--- src/rtl/bitstream_shift_engine.sv ---
// bitstream_shift_engine
// Serial configuration back-end. It takes 32-bit bitstream words over a
// valid/ready handshake and shifts them MSB-first into the configuration
// chain on fpga_head, generating prog_clk with a half-period of CLK_DIV clk
// cycles. It keeps a running wrapping checksum of the words it accepts.
//
// Build option: define BITSTREAM_READBACK_EN to build the fpga_tail capture
// path, the rd_data/rd_valid readback port and the WAIT_RD stall state.
// Without it, rd_data/rd_valid are tied to zero and rd_ready is ignored.
//
// state      | meaning
// -----------+-----------------------------------------------------------
// S_IDLE     | waiting for start
// S_LOAD     | word_ready high, waiting for the next bitstream word
// S_SHIFT_LO | prog_clk low, fpga_head holds the current bit
// S_SHIFT_HI | prog_clk high; its last cycle samples fpga_tail
// S_WAIT_RD  | word finished but previous readback word not yet taken
// S_DONE     | one-cycle done pulse, then back to idle

module bitstream_shift_engine #(
    parameter int CLK_DIV = 2
) (
    input  logic        clk,
    input  logic        reset,
    input  logic        start,
    input  logic        abort,
    input  logic [31:0] bit_length,
    input  logic [31:0] word_data,
    input  logic        word_valid,
    output logic        word_ready,
    output logic [31:0] rd_data,
    output logic        rd_valid,
    input  logic        rd_ready,
    output logic [31:0] checksum,
    output logic        busy,
    output logic        done,
    output logic        prog_clk,
    output logic        fpga_head,
    input  logic        fpga_tail
);

    localparam logic [2:0] S_IDLE     = 3'd0;
    localparam logic [2:0] S_LOAD     = 3'd1;
    localparam logic [2:0] S_SHIFT_LO = 3'd2;
    localparam logic [2:0] S_SHIFT_HI = 3'd3;
    localparam logic [2:0] S_WAIT_RD  = 3'd4;
    localparam logic [2:0] S_DONE     = 3'd5;

    // Half-period timer is a down-counter reloaded with this value.
    localparam logic [7:0] DIV_LAST = 8'(CLK_DIV - 1);

    logic [2:0]  state;
    logic [7:0]  div_cnt;
    logic [31:0] shift_reg;
    logic [31:0] remaining;
    logic [5:0]  word_bits;
    logic        bit_end;
    logic        word_end;
    logic        rd_stall;

    // bit_end marks the clk edge that closes a SHIFT_HI phase.
    assign bit_end  = (state == S_SHIFT_HI) && (div_cnt == 8'd0);
    assign word_end = bit_end && (word_bits == 6'd1);

`ifdef BITSTREAM_READBACK_EN
    logic [31:0] capture;

    // A finished word must wait if the consumer has not taken the previous one.
    assign rd_stall = rd_valid & ~rd_ready;

    // Capture fpga_tail at the end of each high phase and publish whole words.
    always_ff @(posedge clk or negedge reset) begin
        if (!reset) begin
            capture  <= '0;
            rd_data  <= '0;
            rd_valid <= 1'b0;
        end else if (abort) begin
            rd_valid <= 1'b0;
        end else begin
            if (rd_valid && rd_ready)
                rd_valid <= 1'b0;
            if (word_valid && word_ready)
                capture <= '0;
            if (bit_end) begin
                capture <= {capture[30:0], fpga_tail};
                if (word_end && !rd_stall) begin
                    rd_data  <= {capture[30:0], fpga_tail};
                    rd_valid <= 1'b1;
                end
            end
            if (state == S_WAIT_RD && rd_ready) begin
                rd_data  <= capture;
                rd_valid <= 1'b1;
            end
        end
    end
`else
    logic readback_unused;

    assign readback_unused = rd_ready ^ fpga_tail;
    assign rd_stall        = 1'b0;
    assign rd_data         = '0;
    assign rd_valid        = 1'b0;
`endif

    // Sequencing FSM; every output it owns is registered here.
    always_ff @(posedge clk or negedge reset) begin
        if (!reset) begin
            state      <= S_IDLE;
            div_cnt    <= '0;
            shift_reg  <= '0;
            remaining  <= '0;
            word_bits  <= '0;
            checksum   <= '0;
            word_ready <= 1'b0;
            busy       <= 1'b0;
            done       <= 1'b0;
            prog_clk   <= 1'b0;
            fpga_head  <= 1'b0;
        end else if (abort) begin
            state      <= S_IDLE;
            word_ready <= 1'b0;
            busy       <= 1'b0;
            done       <= 1'b0;
            prog_clk   <= 1'b0;
            fpga_head  <= 1'b0;
        end else begin
            case (state)
                S_IDLE: begin
                    done <= 1'b0;
                    if (start) begin
                        checksum <= '0;
                        if (bit_length != 32'd0) begin
                            remaining  <= bit_length;
                            word_ready <= 1'b1;
                            busy       <= 1'b1;
                            state      <= S_LOAD;
                        end else begin
                            done  <= 1'b1;
                            state <= S_DONE;
                        end
                    end
                end
                S_LOAD: begin
                    if (word_valid) begin
                        shift_reg  <= word_data;
                        checksum   <= checksum + word_data;
                        word_bits  <= (remaining >= 32'd32) ? 6'd32 : remaining[5:0];
                        fpga_head  <= word_data[31];
                        div_cnt    <= DIV_LAST;
                        word_ready <= 1'b0;
                        state      <= S_SHIFT_LO;
                    end
                end
                S_SHIFT_LO: begin
                    if (div_cnt == 8'd0) begin
                        prog_clk <= 1'b1;
                        div_cnt  <= DIV_LAST;
                        state    <= S_SHIFT_HI;
                    end else begin
                        div_cnt <= div_cnt - 8'd1;
                    end
                end
                S_SHIFT_HI: begin
                    if (div_cnt == 8'd0) begin
                        prog_clk  <= 1'b0;
                        shift_reg <= shift_reg << 1;
                        remaining <= remaining - 32'd1;
                        word_bits <= word_bits - 6'd1;
                        if (word_end) begin
                            if (rd_stall) begin
                                state <= S_WAIT_RD;
                            end else if (remaining == 32'd1) begin
                                done  <= 1'b1;
                                state <= S_DONE;
                            end else begin
                                word_ready <= 1'b1;
                                state      <= S_LOAD;
                            end
                        end else begin
                            fpga_head <= shift_reg[30];
                            div_cnt   <= DIV_LAST;
                            state     <= S_SHIFT_LO;
                        end
                    end else begin
                        div_cnt <= div_cnt - 8'd1;
                    end
                end
                S_WAIT_RD: begin
                    if (rd_ready) begin
                        if (remaining == 32'd0) begin
                            done  <= 1'b1;
                            state <= S_DONE;
                        end else begin
                            word_ready <= 1'b1;
                            state      <= S_LOAD;
                        end
                    end
                end
                S_DONE: begin
                    done  <= 1'b0;
                    busy  <= 1'b0;
                    state <= S_IDLE;
                end
                default: begin
                    state <= S_IDLE;
                end
            endcase
        end
    end

endmodule

--- config.mk ---
export PLATFORM = sky130hd
export DESIGN_NAME = bitstream_shift_engine
export DESIGN_NICKNAME = d
export VERILOG_FILES = /design/src/rtl/bitstream_shift_engine.sv
export SDC_FILE = /design/constraint.sdc
export NUM_CORES = 1
export LEC_CHECK = 0
export BUFFER_PORTS_ARGS = -buffer_cell sky130_fd_sc_hd__buf_2
export CORE_ASPECT_RATIO = 1.2
export CORE_UTILIZATION = 62
export DETAILED_ROUTE_END_ITERATION = 8
export PLACE_DENSITY = 0.95
export SYNTH_ARGS = -nofsm -noshare
export SYNTH_HDL_FRONTEND = slang
export SYNTH_SLANG_ARGS = --single-unit
--- constraint.sdc ---
create_clock -name clk -period 8.68 [get_ports clk]
set_clock_uncertainty 0.15 [all_clocks]
set_input_delay 1.302 -clock clk [delete_from_list [all_inputs] [get_ports clk]]
set_output_delay 1.302 -clock clk [all_outputs]
set_load 0.02 [all_outputs]
After elaboration in Yosys (flattened, before gate mapping)
Cells that the tools add are included.
{ "classes": {"n_addsub": 4, "order_cmp": 1, "n_eq_ne": 24, "n_mux": 60, "n_bitwise": 1, "reduce_logical": 25} }
{ "op_table": {"columns": ["op", "count"], "rows": [
  ["2-to-1 mux 32 bit", 5],
  ["case mux 32 bit (2 select lines)", 2],
  ["2-to-1 mux 31 bit", 2],
  ["case mux 31 bit (2 select lines)", 1],
  ["inequality test 3 bit, second input constant", 11],
  ["adder 32 bit", 1],
  ["== test 32 x 1 -> 1 bit, second input constant", 1],
  ["greater-or-equal comparator 32 x 6 -> 1 bit, second input constant", 1],
  ["zero test 32 bit", 1],
  ["2-to-1 mux 8 bit", 4],
  ["nonzero test 32 bit", 1],
  ["subtractor 32 x 1 -> 32 bit, second input constant", 1],
  ["2-to-1 mux 3 bit", 10],
  ["2-to-1 mux 1 bit", 25],
  ["case mux 8 bit (3 select lines)", 1],
  ["2-to-1 mux 6 bit", 3],
  ["AND reduction 4 bit", 4],
  ["case mux 3 bit (5 select lines)", 1],
  ["case mux 6 bit (2 select lines)", 1],
  ["nonzero test 3 bit", 4],
  ["AND reduction 5 bit", 2],
  ["nonzero test 5 bit", 2],
  ["AND reduction 9 bit", 1],
  ["zero test 8 bit", 1],
  ["other kinds (17)", 29]
]} }
{ "totals": {"register_bits": 117, "input_bits": 71, "out_inout_bits": 70, "word_cells": 126} }

Logic depth before layout (Yosys ltp)
Gate-level depths: netlist of the first run.
{ "logic_depth": {"word_depth": 7, "depth_mapped": 11, "mapped_depth_nobuf": 10} }

Least setup slack after synthesis of the first run
OpenSTA, ideal clock, no wires.
{ "synth_timing": {"path_kind": "input to register", "from": "input port word_data[18]", "to": "register checksum[29]", "setup_ps": 122, "t_arrival_ps": 3314, "required_ps": 8408, "slack_ps": 5094, "stages": 8, "n_path_buf": 0, "cell_sequence": "ha_1 -> a21o_1 -> a221oi_1 -> o21ai_0 -> nor3_1 -> a211oi_1 -> or4_1 -> a32o_1"} }
{ "synth_via": {"elab_chain_cells": 3} }
{ "synth_lines": {"columns": ["item", "line", "source"], "rows": [
  ["start, declared", "28", "input logic [31:0] word_data,"],
  ["adder 32 bit", "147", "checksum <= checksum + word_data;"],
  ["2-to-1 mux 32 bit", "145", "if (word_valid) begin"],
  ["case mux 32 bit (2 select lines)", "128", "case (state)"],
  ["end signal, assigned", "147", null],
  ["end, declared", "34", "output logic [31:0] checksum,"]
]} }
No other way between the ends. The select of a mux whose other input is x is not followed.
A chain may end at the register's enable or synchronous reset.

==> run metrics, run 1 <==
core region area 12700 um2; vias in the first global route 7502; drc violations 0; Worst-Margin Slew 1.02 ns; routed wl met3 1.62 mm; crit share post-route 48.1%; worst-path maximum fanout 66; kind of end point of the critical path flip-flop; fin nets 1178; main combinational cell family by area after synthesis compound AO/OA/AOI/OAI gates; Setup crit start kind flip-flop; CP required 8.86 ns; Unique masters post-synth 74; IO Count 141; latest clock arrival within the worst-skew pair 0.43 ns; clk slew on worst S/H paths 0.05 ns; DR WL met2 10.5 mm; Peak Freq 239 MHz; TritonRoute pass-1 iters 6; EDFF count, synth 0; Post-CTS Setup Bufs 0; Leakage 0.00412 uW; Max IR drop VDD 0.213 mV; Final Hold Fails 0; TritonCTS sink count 117; initial antenna violation count 0; first-pass GRT wire length 35.2 mm; Routed wire per std cell 17.1 um; Routed Antenna Nets 0; largest net degree at the start of global routing 89; Post-Route WL 21.3 mm; yosys warns 0; max_cap viols 0; I/O Buffers 106; Post-Synth Simple-Gate Area 22.8%; FF+latch count, synth 117; minimum clock period 4.18 ns; highest routed layer met4; Final Cell Area 9070 um2; Overflow after GRT 0; CTS resizes 0; Initial Util 63.4%; final setup fails 0; DP Area 8470 um2; setup slack, reg-to-reg 4.50 ns; CP Class reg -> reg; sequential area share after synthesis 36.4%; mux cell area share after synthesis 0.514%; synthesized area per cell 8.08 um2; complex-gate fraction of the synthesized area 25.1%; dominant synthesized flop cell dfrtp_1; setup TNS 0 ns; worst hold path type reg -> reg; die height 127 um; Pwr per Cell Area 322 nW/um2; Hold WS 0.346 ns; vias 7989; GR Util All Layers 32.7%; hold buffers post-CTS 0; # diodes 0; Row Count 45; RSZ-0062 raised after global routing no; ys async rst share 100%; layout cell share with drive strength beyond 1 15.5%; Final Slew Violations 0; die area 13400 um2; GPL Wtd Cong 0.917; Synth Area in Adders 6.01%; Critical Path AT 4.36 ns; htree depth 4; root buf cell clkbuf_16; DRT iter0 DRCs 689; Synth Area in XOR/XNOR 1.74%; TritonCTS Buffers 17; DR vias/cell 6.41; chip width 106 um; Slew headroom 31.7%; Area Overhead vs Synth 12.8%; CTS tree yes; Max Root-Sink Buffers 2; Syn Std Cell Area 8040 um2; Cells after Synth 995; HPWL after DPL 14.2 mm; met1 WL 8.39 mm; status finished clean
critical path: stages, from the launching register on:
cell	delay (ns)
dfrtp_1	0.41
inv_1	0.10
ha_1	0.19
nor3b_1	0.51
nand3_1	0.33
mux2_2	0.39
nor3_2	0.12
buf_4	0.54
nand2_1	0.55
or4_1	0.65
o2111ai_1	0.11
stage by stage:
| stage | power [uW] | util, % | cells | setup slack (ns) |
|---|---|---|---|---|
| after floorplan | 1860 | - | 1027 | 5.09 |
| after global placement | 2110 | 66.8 | 1214 | 4.50 |
| after detailed placement | 2160 | 66.8 | 1214 | 4.44 |
| after CTS | 2900 | 71.6 | 1246 | 4.56 |
| after global routing | 3110 | 71.6 | 1246 | 4.19 |
| final | 2920 | 71.6 | 1246 | 4.50 |
path summary, 6_finish.rpt:
kind / startpoint / end / depth (start not counted)
worst min register to register: shift_reg[0]$_DFFE_PN0P_ / shift_reg[0]$_DFFE_PN0P_ / 2
worst max register to register: div_cnt[1]$_DFFE_PN0P_ / checksum[30]$_DFFE_PN0P_ / 10
min in group asynchronous: reset / div_cnt[7]$_DFFE_PN0P_ / 1
worst min-delay path: shift_reg[0]$_DFFE_PN0P_ / shift_reg[0]$_DFFE_PN0P_ / 2
max in group asynchronous: reset / checksum[14]$_DFFE_PN0P_ / 2
worst max-delay path: div_cnt[1]$_DFFE_PN0P_ / checksum[30]$_DFFE_PN0P_ / 10
routing by layer:
metal,track usage (%),vias up
li1,-,3735
met4,17.7,0
met1,40.0,3805
met3,6.83,60
met5,0,-
met2,54.1,389
cells in the final DEF, fill, tap and decap left out, drive strengths merged, types with 7 or more instances in the layout:
| cell type | count |
|---|---|
| nand2 | 128 |
| dfrtp | 117 |
| buf | 112 |
| nor2 | 103 |
| o21ai | 97 |
| a21oi | 71 |
| a31oi | 40 |
| ha | 37 |
| conb | 33 |
| nor3 | 30 |
| inv | 27 |
| nor4 | 22 |
| clkbuf | 21 |
| nand3 | 19 |
| or3 | 16 |
| a21o | 14 |
| or4 | 13 |
| a211oi | 12 |
| xnor2 | 11 |
| nand4 | 10 |
| o21a | 9 |
| and3 | 8 |
| clkinv | 8 |
| o21bai | 7 |
where the power goes:
group	switching, uW	leakage (uW)	internal, uW	total (uW)
sequential	231	0.00144	775	1010
combinational	728	0.00238	471	1200
clock	246	0.000306	469	715
total	1210	0.00412	1720	2920
synthesized netlist by cell type (5+ instances only):
| cell type | count | area [um2] |
|---|---|---|
| nand2b_1 | 6 | 37.5 |
| clkbuf_1 | 50 | 188 |
| a211oi_1 | 12 | 90.1 |
| nor4_1 | 21 | 131 |
| a21oi_1 | 70 | 350 |
| nand3_1 | 19 | 95.1 |
| buf_4 | 34 | 255 |
| a21o_1 | 14 | 105 |
| xnor2_1 | 11 | 96.3 |
| o41ai_1 | 6 | 52.6 |
| o31ai_1 | 6 | 45.0 |
| nand2_1 | 128 | 480 |
| dfrtp_1 | 117 | 2930 |
| a31oi_1 | 40 | 250 |
| o22a_1 | 5 | 43.8 |
| nor2b_1 | 5 | 31.3 |
| or3_1 | 13 | 81.3 |
| inv_1 | 27 | 101 |
| o21a_1 | 9 | 67.6 |
| nand4_1 | 10 | 62.6 |
| o21ai_0 | 96 | 480 |
| xor2_1 | 5 | 43.8 |
| ha_1 | 37 | 463 |
| o21bai_1 | 7 | 52.6 |
| o2111ai_1 | 5 | 43.8 |
| a32o_1 | 6 | 60.1 |
| nor3_1 | 29 | 145 |
| nor2_1 | 103 | 387 |
| a22oi_1 | 5 | 37.5 |
| and3_1 | 8 | 50.1 |
| or4_1 | 10 | 75.1 |
final cells by class:
type                    count  area [um2]
repair buffers            112         578
well taps                 164         205
flip-flops and latches    117        2930
fillers                   966        3600
inverters                  27         101
clock buffers              21         470
clock inverters            11         130
multi-input cells         794        4650
kinds of logic (layout without fill, tap and decap cells):
group	count (synthesis)	in the layout
flip-flops	117	117
multiplexers	4	4
AO/OA/AOI/OAI	321	321
other	1	33
AND/OR/NAND/NOR	382	382
buffers and inverters	116	171
adder cells (fa/ha/maj)	38	38
XOR/XNOR	16	16
Power figures use the tool's default switching activity.
==> inputs of run 2 (changes only) <==
- CORE_UTILIZATION: 62 -> 52
- PLACE_DENSITY: 0.95 -> 0.89
- clock period: 8.68 -> 3.6 ns (I/O delays scaled with it)
==> run 2 against run 1 <==
Power is 140% higher; global-route usage is 5.4 points lower; fmax is 20% higher; routed wire length hardly changed; sequential power is 140% higher; non-clock buffer count is 13 higher; final area is 2.0% higher; combinational power is 150% higher.
==> run metrics, run 2 (same netlist as run 1, synthesis figures left out) <==
status finished clean; Max IR drop VDD 0.459 mV (+120%); drc violations 0 (unchanged); Worst Hold Path EP state[2]$_DFFE_PN0P_; Hold Path Origin rd_ready; TritonCTS sink count 117 (unchanged); Final Util 61.6% (-10 points); CP Class reg -> reg; initial antenna violation count 0 (unchanged); cell count of the worst hold path 2 (unchanged); Final Hold Fails 0 (unchanged); core region area 15000 um2 (+19%); DRT iter0 DRCs 684 (-0.73%); most frequent cells in the layout nand2_1 (127), dfrtp_1 (117), buf_2 (105); minimum clock period 3.47 ns (-0.708 ns); crit share post-route 96.4% (+48 points); htree depth 4 (unchanged); R2R depth 9 (-1); largest net degree at the start of global routing 66 (-26%); Routed Antenna Nets 0 (unchanged); Overflow after GRT 0 (unchanged); Leakage 0.00419 uW (+1.8%); root buf cell clkbuf_16; R2R Path End remaining[24]$_DFFE_PN0P_; clk slew on worst S/H paths 0.06 ns (about the same); IO Count 141 (unchanged); Post-Route WL 21.2 mm (about the same); worst-path maximum fanout 5 (-92%); GPL Wtd Cong 0.920 (+0.33%); # diodes 0 (unchanged); RSZ-0062 raised after global routing no; CTS tree yes; critical path's largest stage delay 0.66 ns (about the same); Final Slew Violations 0 (unchanged); Max Root-Sink Buffers 2 (unchanged); most common cell after layout, fill and taps aside nand2_1; CP required 3.74 ns (-5.12 ns); kind of end point of the critical path flip-flop; I/O Buffers 106 (unchanged); Routed wire per std cell 16.4 um (-4.2%); setup TNS 0 ns (unchanged); final setup fails 0 (unchanged); setup slack, reg-to-reg 0.13 ns (-4.37 ns); Area Overhead vs Synth 15.1%; r2r startpoint remaining[1]$_DFFE_PN0P_; TritonRoute pass-1 iters 6 (unchanged); latest clock arrival within the worst-skew pair 0.42 ns (about the same); Pwr per Cell Area 767 nW/um2 (+140%); critical-path cell list inv_1 -> ha_2 -> or4b_2 -> or2_2 -> or4_4 -> or3_4 -> o311a_1 -> a21oi_2 -> o21ai_1; vias 7977 (-0.15%); Row Count 49 (+8.9%); GR Util All Layers 27.3% (-5.4 points); max_cap viols 0 (unchanged); vias in the first global route 7484 (-0.24%); die height 138 um (+9.1%); TritonCTS Buffers 17 (unchanged); chip width 115 um (+9.0%); worst hold path type in -> reg; Slew headroom 55.5% (+24 points); Worst-Margin Slew 0.663 ns (-0.358 ns); first-pass GRT wire length 35.0 mm (-0.55%); layout cell share with drive strength beyond 1 16.6% (+1.1 points); Critical Path AT 3.61 ns (-0.75 ns); die area 16000 um2 (+19%); Initial Util 53.5% (-9.9 points); HPWL after DPL 15.0 mm (+5.8%); Slowest cell on crit path or4b_2; DR vias/cell 6.14 (-4.2%); Peak Freq 288 MHz (+20%); Setup crit start kind flip-flop; fin nets 1191 (+1.1%)
-- run 2: cell count changes in the layout (fill, tap and decap cells not counted), sizes merged --
cell / delta
buf: +12
clkbuf: +1
clkinv: -1
dlygate4sd3: +1
-- run 2: critical path, delay by kind of cell, from the launching register on --
family / cells / cell delay [ns]
and+or+nand+nor: 4 / 1.90
adders and majority gates: 1 / 0.23
DFF: 1 / 0.42
AOI/OAI and AO/OA: 3 / 0.50
buffers and inverters: 1 / 0.14
-- run 2: layer usage --
metal | global-route usage, % | wire length [um] | share of wire (%)
met5 | 0 | 0 | 0
met4 | 13.1 | 720 | 3.4
met3 | 6.36 | 1330 | 6.3
met2 | 44.2 | 10400 | 49
met1 | 34.1 | 8760 | 41
-- run 2: stage by stage --
stage	area [um2]	power, uW	hold slack [ns]	cells	setup slack [ns]
2_1_floorplan	8160	4490	0.0944	1027	0.241
4_1_cts	9250	7060	0.191	1299	0.125
3_3_place_gp	8620	5130	0.308	1266	0.255
3_5_place_dp	8620	5250	0.314	1266	0.191
5_1_grt	9250	7560	0.211	1299	0.0150
6_report	9250	7100	0.200	1299	0.131
-- run 2: final cells by class --
type,count,area [um2]
Timing Repair Buffer,125,691
Fill cell,1272,5770
Sequential cell,117,2930
Clock buffer,22,494
Multi-Input combinational cell,794,4660
Tap cell,204,255
Clock inverter,10,125
Inverter,27,101
-- run 2: how the worst max path moves through the flow --
stage | cells after the start | from | to | slack, ns
2_1_floorplan | 10 | remaining[0]$_DFFE_PN0P_ | remaining[24]$_DFFE_PN0P_ | 0.24
3_3_place_gp | 9 | remaining[1]$_DFFE_PN0P_ | remaining[24]$_DFFE_PN0P_ | 0.25
3_5_place_dp | 9 | remaining[1]$_DFFE_PN0P_ | remaining[24]$_DFFE_PN0P_ | 0.19
4_1_cts | 9 | remaining[1]$_DFFE_PN0P_ | remaining[24]$_DFFE_PN0P_ | 0.13
5_1_grt | 9 | remaining[1]$_DFFE_PN0P_ | remaining[24]$_DFFE_PN0P_ | 0.01
6_report | 9 | remaining[1]$_DFFE_PN0P_ | remaining[24]$_DFFE_PN0P_ | 0.13
-- run 2: timing repair --
| action | in CTS | in global routing |
|---|---|---|
| setup buffers | 0 | 0 |
| hold endpoints to repair | 39 | 0 |
| gates resized for setup | 0 | 1 |
| setup endpoints to repair | 0 | 1 |
| hold buffers | 1 | 0 |
-- run 2: where the power goes --
group	internal, uW	switching, uW	total [uW]
Clock	1170	603	1770
Sequential	1870	519	2390
Combinational	1160	1770	2940
